==> config.mk <==
export PLATFORM = sky130hd
export DESIGN_NAME = exibe_resultado
export DESIGN_NICKNAME = d
export VERILOG_FILES = /design/src/rtl/calc_pkg.sv /design/src/rtl/bcd_7seg.sv /design/src/rtl/exibe_resultado.sv
export SDC_FILE = /design/constraint.sdc
export NUM_CORES = 1
export LEC_CHECK = 0
export CORE_MARGIN = 8
export CORE_UTILIZATION = 25
export CTS_CLUSTER_DIAMETER = 150
export DETAILED_ROUTE_END_ITERATION = 12
export SETUP_SLACK_MARGIN = 0.15
export SYNTH_ARGS = -nofsm -noshare
export SYNTH_HDL_FRONTEND = slang
export SYNTH_SLANG_ARGS = --single-unit
==> constraint.sdc <==
create_clock -name clk -period 2.2 [get_ports clk]
set_input_delay 0.44 -clock clk [delete_from_list [all_inputs] [get_ports clk]]
set_output_delay 0.44 -clock clk [all_outputs]
set_load 0.1 [all_outputs]
==> src/rtl/calc_pkg.sv <==
// rtl/calc_pkg.sv - shared types and 7-segment constants for the calculator display
package calc_pkg;

  typedef enum logic {
    OCIOSO   = 1'b0,
    CONVERTE = 1'b1
  } estado_t;

  localparam logic [2:0] ULTIMA_ITER = 3'd7;

  // Active-low segment patterns, bit order {g,f,e,d,c,b,a}
  localparam logic [6:0] SEG_APAGADO = 7'b1111111;
  localparam logic [6:0] SEG_0 = 7'b1000000;
  localparam logic [6:0] SEG_1 = 7'b1111001;
  localparam logic [6:0] SEG_2 = 7'b0100100;
  localparam logic [6:0] SEG_3 = 7'b0110000;
  localparam logic [6:0] SEG_4 = 7'b0011001;
  localparam logic [6:0] SEG_5 = 7'b0010010;
  localparam logic [6:0] SEG_6 = 7'b0000010;
  localparam logic [6:0] SEG_7 = 7'b1111000;
  localparam logic [6:0] SEG_8 = 7'b0000000;
  localparam logic [6:0] SEG_9 = 7'b0010000;

endpackage

==> src/rtl/bcd_7seg.sv <==
// rtl/bcd_7seg.sv - BCD digit to active-low 7-segment decoder with blanking
module bcd_7seg
  import calc_pkg::*;
(
  input  logic [3:0] digito,
  input  logic       apaga,
  output logic [6:0] segmentos
);

  always_comb begin
    segmentos = SEG_APAGADO;
    if (!apaga) begin
      case (digito)
        4'd0:    segmentos = SEG_0;
        4'd1:    segmentos = SEG_1;
        4'd2:    segmentos = SEG_2;
        4'd3:    segmentos = SEG_3;
        4'd4:    segmentos = SEG_4;
        4'd5:    segmentos = SEG_5;
        4'd6:    segmentos = SEG_6;
        4'd7:    segmentos = SEG_7;
        4'd8:    segmentos = SEG_8;
        4'd9:    segmentos = SEG_9;
        default: segmentos = SEG_APAGADO;
      endcase
    end
  end

endmodule

==> src/rtl/exibe_resultado.sv <==
// rtl/exibe_resultado.sv - sequential double-dabble conversion and 3-digit multiplexed display
module exibe_resultado
  import calc_pkg::*;
#(
  parameter int DIV_VARRE = 50000
) (
  input  logic       clk,
  input  logic       rst_n,
  input  logic [7:0] valor,
  input  logic       iniciar,
  output logic       ocupado,
  output logic       pronto,
  output logic [2:0] anodos,
  output logic [6:0] segmentos
);

  localparam int PW = $clog2(DIV_VARRE);
  localparam logic [PW-1:0] PRESC_MAX = PW'(DIV_VARRE - 1);

  estado_t       r_estado;
  logic [7:0]    r_shift;
  logic [11:0]   r_bcd;
  logic [2:0]    r_iter;
  logic [3:0]    r_centenas;
  logic [3:0]    r_dezenas;
  logic [3:0]    r_unidades;
  logic [PW-1:0] r_presc;
  logic [1:0]    r_idx;

  logic [19:0]   w_desloc;
  logic [3:0]    w_digito;
  logic          w_apaga;

  function automatic logic [3:0] ajusta(input logic [3:0] n);
    return (n >= 4'd5) ? n + 4'd3 : n;
  endfunction

  // Hundreds never exceeds 2 for an 8-bit input, so its top bit is shifted out.
  assign w_desloc = {3'(ajusta(r_bcd[11:8])), ajusta(r_bcd[7:4]), ajusta(r_bcd[3:0]),
                     r_shift, 1'b0};

  always_ff @(posedge clk or negedge rst_n) begin
    if (!rst_n) begin
      r_estado   <= OCIOSO;
      r_shift    <= '0;
      r_bcd      <= '0;
      r_iter     <= '0;
      r_centenas <= '0;
      r_dezenas  <= '0;
      r_unidades <= '0;
      ocupado    <= 1'b0;
      pronto     <= 1'b0;
    end else begin
      pronto <= 1'b0;
      case (r_estado)
        OCIOSO: begin
          if (iniciar) begin
            r_shift  <= valor;
            r_bcd    <= '0;
            r_iter   <= '0;
            ocupado  <= 1'b1;
            r_estado <= CONVERTE;
          end
        end
        CONVERTE: begin
          r_bcd   <= w_desloc[19:8];
          r_shift <= w_desloc[7:0];
          r_iter  <= r_iter + 3'd1;
          if (r_iter == ULTIMA_ITER) begin
            r_centenas <= w_desloc[19:16];
            r_dezenas  <= w_desloc[15:12];
            r_unidades <= w_desloc[11:8];
            pronto     <= 1'b1;
            ocupado    <= 1'b0;
            r_estado   <= OCIOSO;
          end
        end
        default: r_estado <= OCIOSO;
      endcase
    end
  end

  always_ff @(posedge clk or negedge rst_n) begin
    if (!rst_n) begin
      r_presc <= '0;
      r_idx   <= 2'd0;
    end else if (r_presc == PRESC_MAX) begin
      r_presc <= '0;
      r_idx   <= (r_idx == 2'd2) ? 2'd0 : r_idx + 2'd1;
    end else begin
      r_presc <= r_presc + 1'b1;
    end
  end

  // Blanked digits keep their scan slot; only the segments go dark.
  always_comb begin
    w_digito = r_unidades;
    w_apaga  = 1'b0;
    anodos   = 3'b110;
    case (r_idx)
      2'd1: begin
        w_digito = r_dezenas;
        w_apaga  = (r_centenas == 4'd0) && (r_dezenas == 4'd0);
        anodos   = 3'b101;
      end
      2'd2: begin
        w_digito = r_centenas;
        w_apaga  = (r_centenas == 4'd0);
        anodos   = 3'b011;
      end
      default: begin
        w_digito = r_unidades;
        w_apaga  = 1'b0;
        anodos   = 3'b110;
      end
    endcase
  end

  bcd_7seg u_bcd_7seg (
    .digito    (w_digito),
    .apaga     (w_apaga),
    .segmentos (segmentos)
  );

endmodule

==> flow_summary.ini <==
[sta]
max_freq_ghz = 0.386
max_slew_margin = 0.688
fin_tns_setup_ps = -2440
timing.final.crit_share = 1.18
maxSlewViolCount = 0
worst_slack_ps = -388
skew_ps = 7.78
grt_setup_unrepaired = yes
setup_viol = 7
fin_crit_ps = 2590
tightest_slew_ps = 468
hold_viol_final = 0

[logic_synthesis]
synth_edf_count = 0
ys_types = 45
synth-seq-cells = 56
avgSynthCellArea_um2 = 10.2
postSynth.asyncResetShare = 1.00
synth_cells = 291
synth_ff_type = dfrtp_1
synth_warnings = 0
seq_area_frac_synth = 0.471
syn_nets = 318
netlist_area_um2 = 2980

[clock_tree]
cts_tree = yes
path_clk_slew_ps = 70
clk_latency_ps = 290
clock_path_buffers = 2
cts.sinks = 56
cts_buffers = 5
htreeDepth = 2
cts-root-buf = clkbuf_16

[detailed_routing]
dr.pass1.iters = 4
via_per_inst = 4.51
route.vias.total = 2243
wl_um = 6110
route.detailed.drc = 0
wl_per_cell_um = 12.3
drt_iter0_markers = 86
ant_nets = 0

[cells_and_area]
regArea_um2 = 1400
drive_gt1_frac = 0.297
n_antenna_cell = 0
multi_input_area_um2 = 1730
syn2layout_area_growth_pct = 41.1
final_area_um2 = 4200
instances_no_fill = 497
layout.nets = 376
fillers = 1167

[floorplanning]
die_y_um = 125
die_w_um = 125
die-area_um2 = 15700
initial_core_util = 0.252
core-area_um2 = 11800
io_pins = 23
rows = 40

[global_routing]
grt_overflow = 0
grt_max_degree = 37
grt_usage = 0.0835
antenna_found_initial = 0
grt_pass1_vias = 2407
grt_pass1_wl_um = 11200

[placement]
dp_hpwl_um = 4460
dpl-instance-area_um2 = 3750
gp_congestion = 0.774
portBuffers = 22
dp.cells = 476

[setup_path]
cp_max_fo = 5
reg2reg_depth = 4
cp-start-kind = flip-flop
crit_type = reg -> out
cp-end-kind = output port
critPathArrivalTime_ps = 2150
required_ps = 1760

[worst_hold_path]
holdCritPathClass = in -> async

[flow_run]
maxCapViolCount = 0

[status]
status = finished, violations left
failed_checks = negative setup slack

[pwr]
power.density_nw_per_um2 = 1390
irDropWorstVdd_uv = 968
power.leakage_nw = 1.90
fin_total_pwr_mw = 5.82
## critical path, cell delays in order, from the launching register on
cell     delay (ps)
dfrtp_1         370
inv_2            60
buf_6           120
ha_4            170
a22oi_2         230
a21oi_4          80
buf_6           130
inv_4            50
ha_4            190
and2_4          140
o21ai_4         130
buf_12          190
## cell usage after synthesis, drive strengths merged, types with 3 or more instances
cell type | n | area [um^2]
nor3 | 4 | 20.0
nand2b | 12 | 75.1
nor3b | 8 | 60.1
xnor2 | 9 | 78.8
a22oi | 4 | 30.0
a21o | 6 | 45.0
nand2 | 25 | 93.8
mux2 | 5 | 56.3
nor4 | 4 | 40.0
xor2 | 6 | 52.6
o21ai | 25 | 125
ha | 16 | 200
a21oi | 15 | 82.6
clkbuf | 3 | 11.3
nand4 | 5 | 31.3
dfrtp | 56 | 1400
nand3 | 5 | 25.0
inv | 17 | 63.8
nor2 | 17 | 63.8
mux2i | 19 | 190
buf | 6 | 32.5
## area by class of cell
cell class / count / share of cell area
Multi-Input combinational cell: 209 / 0.412
Sequential cell: 56 / 0.333
Timing Repair Buffer: 60 / 0.153
Tap cell: 147 / 0.0438
Clock buffer: 6 / 0.0330
Inverter: 17 / 0.0158
Clock inverter: 2 / 0.00923
## through the flow
step / hold slack [ps] / utilization / setup slack [ps]
floorplan: 144 / - / -857
global placement: 428 / 0.317 / -254
detailed placement: 428 / 0.317 / -345
CTS: 121 / 0.354 / -384
global route: 136 / 0.356 / -509
finish: 96.5 / 0.356 / -388
## layer usage
metal / routed length [um] / vias up / global-route usage
met4: 13 / 0 / 0.0115
met3: 160 / 2 / 0.0238
li1: - / 1139 / -
met2: 2960 / 25 / 0.140
met1: 2980 / 1077 / 0.106
met5: 0 / - / 0
## report_power, final
group	total (mW)	internal, mW	switching (mW)
registers	1.59	1.34	0.249
clock network	0.927	0.571	0.357
logic	3.30	1.39	1.92
total	5.82	3.30	2.52
## final timing paths
kind / startpoint / to / slack [ps]
setup / recovery: r_idx[0] / segmentos[1] / -390
hold / removal: rst_n / r_presc[5] / 100
setup reg to reg: r_presc[6] / r_presc[15] / 480
hold reg to reg: r_presc[0] / r_presc[0] / 490
max in group asynchronous: rst_n / r_shift[5] / 1600
min in group clk: r_presc[0] / r_presc[0] / 490
## repair_timing
| action | 4_1_cts | 5_1_grt |
|---|---|---|
| endpoints found under the setup margin | 7 | 7 |
| resized for setup | 37 | 4 |
| gates cloned | 0 | 0 |
| setup buffers | 12 | 1 |
| hold buffers | 0 | 0 |
| pin swaps | 12 | 10 |
## cells in the final DEF, fill, tap and decap left out, types with 4 or more instances in the layout
cell type and count:
dfrtp_1 56, buf_4 30, nand2_1 23, mux2i_1 19
o21ai_0 17, inv_1 14, nor2_1 13, nand2b_1 12
ha_1 11, buf_12 11, a21oi_1 9, xnor2_1 9
clkdlybuf4s50_1 9, buf_6 9, nor3b_1 8, xor2_1 6
a21o_1 5, nand4_1 5, mux2_2 5, clkbuf_16 5
a22oi_2 4, a21oi_4 4, nand3_1 4, ha_4 4
## sequential cells by signal (all words and copies together) (netlist names)
name / count
r_presc: 16
r_bcd: 12
r_shift: 8
r_centenas: 4
r_dezenas: 4
r_unidades: 4
r_iter: 3
r_idx: 2
ocupado: 1
pronto: 1
r_estado: 1
## cell families (layout without fill, tap and decap cells)
kind of cell / count (synthesis) / in the layout / share of synthesized area
mux: 24 / 24 / 0.0828
simple gates: 93 / 93 / 0.175
fa+ha+maj: 16 / 16 / 0.0672
flops: 56 / 56 / 0.471
xor+xnor: 15 / 15 / 0.0441
buf+inv: 26 / 85 / 0.0361
compound gates: 61 / 61 / 0.124
No activity file was read; power rests on OpenSTA's default activity.
